**config.mk**
```make
export PLATFORM = sky130hd
export DESIGN_NAME = line_buffer_window_gen
export DESIGN_NICKNAME = d
export VERILOG_FILES = /design/src/rtl/line_buffer_window_gen.sv
export SDC_FILE = /design/constraint.sdc
export NUM_CORES = 1
export LEC_CHECK = 0
export ABC_AREA = 1
export CAP_MARGIN = 40
export CORE_UTILIZATION = 60
export CTS_BUF_LIST = sky130_fd_sc_hd__clkbuf_4 sky130_fd_sc_hd__clkbuf_8 sky130_fd_sc_hd__clkbuf_16
export CTS_CLUSTER_SIZE = 30
export DETAILED_ROUTE_END_ITERATION = 7
export GPL_TIMING_DRIVEN = 0
export PLACE_DENSITY = 0.78
export RECOVER_POWER = 100
export SYNTH_ARGS = -nofsm -noshare
export SYNTH_HDL_FRONTEND = slang
export SYNTH_SLANG_ARGS = --single-unit
```
**constraint.sdc**
```tcl
create_clock -name clk -period 10.05 [get_ports clk]
set_clock_uncertainty 0.15 [all_clocks]
set_input_delay 3.015 -clock clk [delete_from_list [all_inputs] [get_ports clk]]
set_output_delay 3.015 -clock clk [all_outputs]
set_load 0.05 [all_outputs]
```
**src/rtl/line_buffer_window_gen.sv**
```systemverilog
// Streaming KX x KY sliding-window generator with line buffers, stride, channels and frame sync.
// Optional macro LBUF_WIN_POS_EN adds registered top-left window coordinates o_win_x / o_win_y.
module line_buffer_window_gen #(
  parameter int unsigned I_F_BW = 8,
  parameter int unsigned CH     = 1,
  parameter int unsigned IX     = 28,
  parameter int unsigned IY     = 28,
  parameter int unsigned KX     = 5,
  parameter int unsigned KY     = 5,
  parameter int unsigned SX     = 1,
  parameter int unsigned SY     = 1,
  localparam int unsigned XW    = (IX > 1) ? $clog2(IX) : 1,
  localparam int unsigned YW    = (IY > 1) ? $clog2(IY) : 1,
  localparam int unsigned PW    = CH * I_F_BW,
  localparam int unsigned WW    = KX * KY * PW
) (
  input  logic          clk,
  input  logic          reset_n,
  input  logic          i_in_valid,
  output logic          o_in_ready,
  input  logic          i_in_sof,
  input  logic [PW-1:0] i_in_pixel,
  output logic          o_window_valid,
  input  logic          i_window_ready,
  output logic [WW-1:0] o_window,
  output logic          o_frame_done
`ifdef LBUF_WIN_POS_EN
  ,
  output logic [XW-1:0] o_win_x,
  output logic [YW-1:0] o_win_y
`endif
);

  localparam int unsigned NL = (KY > 1) ? KY - 1 : 1;
  localparam int unsigned SW = (KX > 1) ? KX - 1 : 1;

  logic [XW-1:0] x_q, cur_x;
  logic [YW-1:0] y_q, cur_y;
  logic          accept, qual, last_x, last_y;
  logic [PW-1:0] line_mem [NL][IX];
  logic [PW-1:0] col [KY];
  logic [PW-1:0] sr_q [KY][SW];
  logic [WW-1:0] win_d, win_q;
  logic          win_valid_q, done_q;

  assign o_in_ready     = !win_valid_q || i_window_ready;
  assign accept         = i_in_valid && o_in_ready;
  // An SOF pixel is treated as (0,0) regardless of where the counters are.
  assign cur_x          = i_in_sof ? '0 : x_q;
  assign cur_y          = i_in_sof ? '0 : y_q;
  assign last_x         = (32'(cur_x) == IX - 1);
  assign last_y         = (32'(cur_y) == IY - 1);
  assign o_window_valid = win_valid_q;
  assign o_window       = win_q;
  assign o_frame_done   = done_q;

  always_comb begin
    qual = 1'b0;
    if (32'(cur_x) >= KX - 1 && 32'(cur_y) >= KY - 1) begin
      qual = ((32'(cur_x) - (KX - 1)) % SX == 0) && ((32'(cur_y) - (KY - 1)) % SY == 0);
    end
  end

  // line_mem[k] holds line y-1-k; col[KY-1] is the incoming pixel (bottom row).
  always_comb begin
    for (int wy = 0; wy < int'(KY) - 1; wy++) begin
      col[wy] = line_mem[int'(KY) - 2 - wy][cur_x];
    end
    col[KY-1] = i_in_pixel;
  end

  always_comb begin
    win_d = '0;
    for (int wy = 0; wy < int'(KY); wy++) begin
      for (int wx = 0; wx < int'(KX) - 1; wx++) begin
        win_d[(wy * KX + wx) * PW +: PW] = sr_q[wy][wx];
      end
      win_d[(wy * KX + KX - 1) * PW +: PW] = col[wy];
    end
  end

  // Datapath storage is not reset; qualification keeps stale content out of o_window.
  always_ff @(posedge clk) begin
    if (accept) begin
      line_mem[0][cur_x] <= i_in_pixel;
      for (int k = 1; k < int'(NL); k++) begin
        line_mem[k][cur_x] <= line_mem[k-1][cur_x];
      end
      for (int wy = 0; wy < int'(KY); wy++) begin
        for (int j = 0; j < int'(SW) - 1; j++) begin
          sr_q[wy][j] <= sr_q[wy][j+1];
        end
        sr_q[wy][SW-1] <= col[wy];
      end
    end
  end

  always_ff @(posedge clk) begin
    if (!reset_n) begin
      x_q         <= '0;
      y_q         <= '0;
      win_valid_q <= 1'b0;
      win_q       <= '0;
      done_q      <= 1'b0;
`ifdef LBUF_WIN_POS_EN
      o_win_x     <= '0;
      o_win_y     <= '0;
`endif
    end else begin
      done_q <= accept && last_x && last_y;
      if (accept) begin
        x_q <= last_x ? '0 : cur_x + XW'(1);
        y_q <= last_x ? (last_y ? '0 : cur_y + YW'(1)) : cur_y;
      end
      if (accept && qual) begin
        win_valid_q <= 1'b1;
        win_q       <= win_d;
`ifdef LBUF_WIN_POS_EN
        o_win_x     <= cur_x - XW'(KX - 1);
        o_win_y     <= cur_y - YW'(KY - 1);
`endif
      end else if (i_window_ready) begin
        win_valid_q <= 1'b0;
      end
    end
  end

endmodule

```
==> results.txt <==
The overall routing resource usage came out at 34.2%. The sequential standard cell area is 36,000 um^2. TritonCTS built the clock tree. The cell count after placement is 6,210. The biggest fanout along the worst timing path is 17.

The final weighted congestion in routability-driven placement is 0.977. The peak supply drop is 0.000160 V. The initial core utilization is 60.9%. The worst path needs 8.85 ns of the cycle, external delays included. The count of input and output buffers is 214.

At the end of the flow the core is filled with cells to 70.7%. The floorplan die area came out at 86,400 um^2. The first-iteration detailed-routing DRC count is 5,312. The fraction of layout cells with a size suffix above 1 is 7.03%. Counting along the longest clock path gives a buffer depth of 3.

The sum of routed wire length over all layers is 148,000 um. The largest net degree at the start of global routing came out at 62. The number of buffers created by CTS came out at 120. The final hold violation count came out at 0. The worst setup path is captured at a flip-flop. The die is 294 um tall. The flow ran to the end, but the final reports show violations. The cell area after technology mapping is 51,100 um^2. The vias per cell came out at 5.78.

The area added between synthesis and finish came out at 16.2%. The data required time at the worst endpoint came out at 10.22 ns. In the final routed layout, each cell accounts on average for 23.0 um. The final reports fail on capacitance limit, slew limit.

The delay of the slowest cell on the worst path came out at 1.46 ns. For this run, the number of Yosys warnings is 0. The data arrival at the endpoint of the critical path is 9.02 ns. The final clock period utilization by the worst path is 88.1%. The clock root buffer master is sky130_fd_sc_hd__clkbuf_16. The TritonCTS sink count is 1,268. The quantity of hold-fixing buffers added after cts came out at 0.

At the later pin of the worst-skew pair, clock insertion delay measures 0.72 ns. The remaining antenna violation count is 0. The number of I/O pins is 216. The worst-case hold slack is 0.295 ns. Power spread over the standard cell area amounts to 195 nW/um^2. Leaving out filler cells and counting taps, the final layout contains 6,437. In the synthesized netlist, the number of instances is 4,798. The number of antenna violations at the first check in global routing is 6. The post-synthesis sequential area ratio came out at 70.3%. After detailed routing, the number of remaining DRC violations is 0. Max-cap violations in this run came to 13.

The number of unique standard cell types used by synthesis came out at 30. The min-delay analysis places its worst path in the category reg -> reg. Row generation in the floorplan step produced 106 rows. The final global-route overflow total came out at 0.

At the pin with the least slew margin, the transition time is 2.90 ns. Summed over all cells, the static leakage comes to 24.3 nW. The routed via count is 37,200. The core region area is 84,000 um^2. The number of storage elements in the synthesis netlist is 1,268. The cell class contributing the biggest share of worst-path delay is buffers and inverters.

The max-slew headroom at the worst pin is -93.2%. The clock transition at the register clock pins on the worst setup and hold paths after CTS is 0.06 ns. Setup violations remaining at the end of the flow were counted as 0. The kind of start point of the critical path is an input port. The antenna diode count came out at 0.

Summing all multi-input logic gate instances after layout gives 11,200 um^2. The synthesized netlist net count came out at 4,817. The global-route wire length before repair came out at 217,000 um. The wire-length estimate of the detail-placed layout is 100,000 um. The final max-slew violation count came out at 307.

The overall die width came out at 294 um. After the last flow step, the layout net total stands at 5,217. Setup repair after global routing left no endpoint under its margin. The signal on the critical path passes through dlygate4sd3_1 > nor2_1 > clkbuf_1 > clkbuf_1 > o211ai_1 > nand3_1 > nand3_1 > nand3_1 > clkbuf_1. The depth of the CTS H-tree came out at 3. After filler insertion, the fill cell instance count of the layout stands at 5,706.

The mean cell area of the mapped netlist came out at 10.7 um^2. Among all stages on the critical path, the largest delay is contributed by sky130_fd_sc_hd__nor2_1. The number of global-route vias before repair came out at 36,000.

The number of search-and-repair iterations in the first detailed-routing pass came out at 6. The buffers plus inverters on the worst setup path is 4. The critical path is of the in -> reg type. For this run, the top clock speed supported by timing is 113 MHz.

The post-CTS setup repair buffer count is 0. The count of cells resized by post-cts repair is 0.
-- through the flow --
stage | power [mW] | cell area [um^2] | setup TNS, ns | setup WS (ns)
after detailed placement | 7.07 | 56300 | 0 | 2.48
after floorplan | 6.56 | 51100 | 0 | 0.846
after CTS | 11.6 | 60500 | 0 | 2.47
after global placement | 6.96 | 54700 | -255.27 | -1.69
final | 11.6 | 59400 | 0 | 1.20
after global routing | 11.8 | 59400 | 0 | 1.24
-- final timing paths --
| path | startpoint | endpoint | slack, ns | cells past startpoint |
|---|---|---|---|---|
| hold reg to reg | sr_q[0][2] | sr_q[0][10] | 0.29 | 0 |
| setup / recovery | i_in_sof | line_mem[3][173] | 1.20 | 9 |
| setup reg to reg | x_q[0] | line_mem[3][173] | 3.34 | 11 |
| hold / removal | sr_q[0][2] | sr_q[0][10] | 0.29 | 0 |
-- logic make-up after synthesis --
kind of cell / share of synthesized area (%)
AOI/OAI and AO/OA: 4.08
adders and majority gates: 0.147
DFF: 70.3
buffers and inverters: 7.80
and+or+nand+nor: 17.6
-- area by class of cell --
class | count | share of cell area [%]
flip-flops and latches | 1268 | 60.6
multi-input cells | 2553 | 18.9
clock buffers | 174 | 5.99
repair buffers | 278 | 4.72
inverters | 716 | 4.53
well taps | 1134 | 2.39
plain buffers | 261 | 1.96
clock inverters | 53 | 0.990
-- cell usage after synthesis (all sizes together) --
master	n	area [um^2]
clkinv	1	3.75
inv	715	2680
o21ai	119	596
ha	6	75.1
or2	9	56.3
edfxtp	1056	31700
a31oi	2	12.5
a21oi	179	896
nand2	1260	4730
clkbuf	91	342
o21a	32	240
dfxtp	212	4240
buf	170	958
nand4	10	62.6
and3	1	6.26
nand3	646	3240
o22ai	17	106
o211ai	29	218
nor2	240	913
nor3	1	5.00
a211oi	2	15.0
-- layer usage --
layer  GRT usage, %  wire [um]  vias up
li1               -          -    16600
met1           43.5      51900    17500
met2           53.9      67600     2607
met3           8.56      18700      539
met4           19.3       9550        8
met5              0         70        -
-- sequential cells by signal, summed over array words and instances (netlist names) --
| register | cells |
|---|---|
| line_mem | 896 |
| o_window | 200 |
| o_window_valid | 1 |
| y_q | 5 |
| x_q | 5 |
| sr_q | 160 |
| o_frame_done | 1 |
-- cell usage in the layout (no fill, tap or decap), drive strengths merged --
cell type / n
buf: 159
nand2: 1260
dfxtp: 212
o211ai: 29
a21oi: 179
and3: 1
o21ai: 119
nor2: 240
nand4: 10
bufinv: 9
or2: 9
ha: 6
clkinvlp: 1
clkbuf: 344
clkdlybuf4s50: 1
o21a: 32
inv: 718
nor3: 1
o22ai: 17
a31oi: 2
clkinv: 41
edfxtp: 1056
dlygate4sd3: 209
a211oi: 2
nand3: 646
-- power breakdown --
group,switching [mW],internal (mW)
logic,0.749,0.177
clock network,1.97,2.70
registers,0.0476,5.94
total,2.77,8.82
Power figures use the tool's default switching activity.
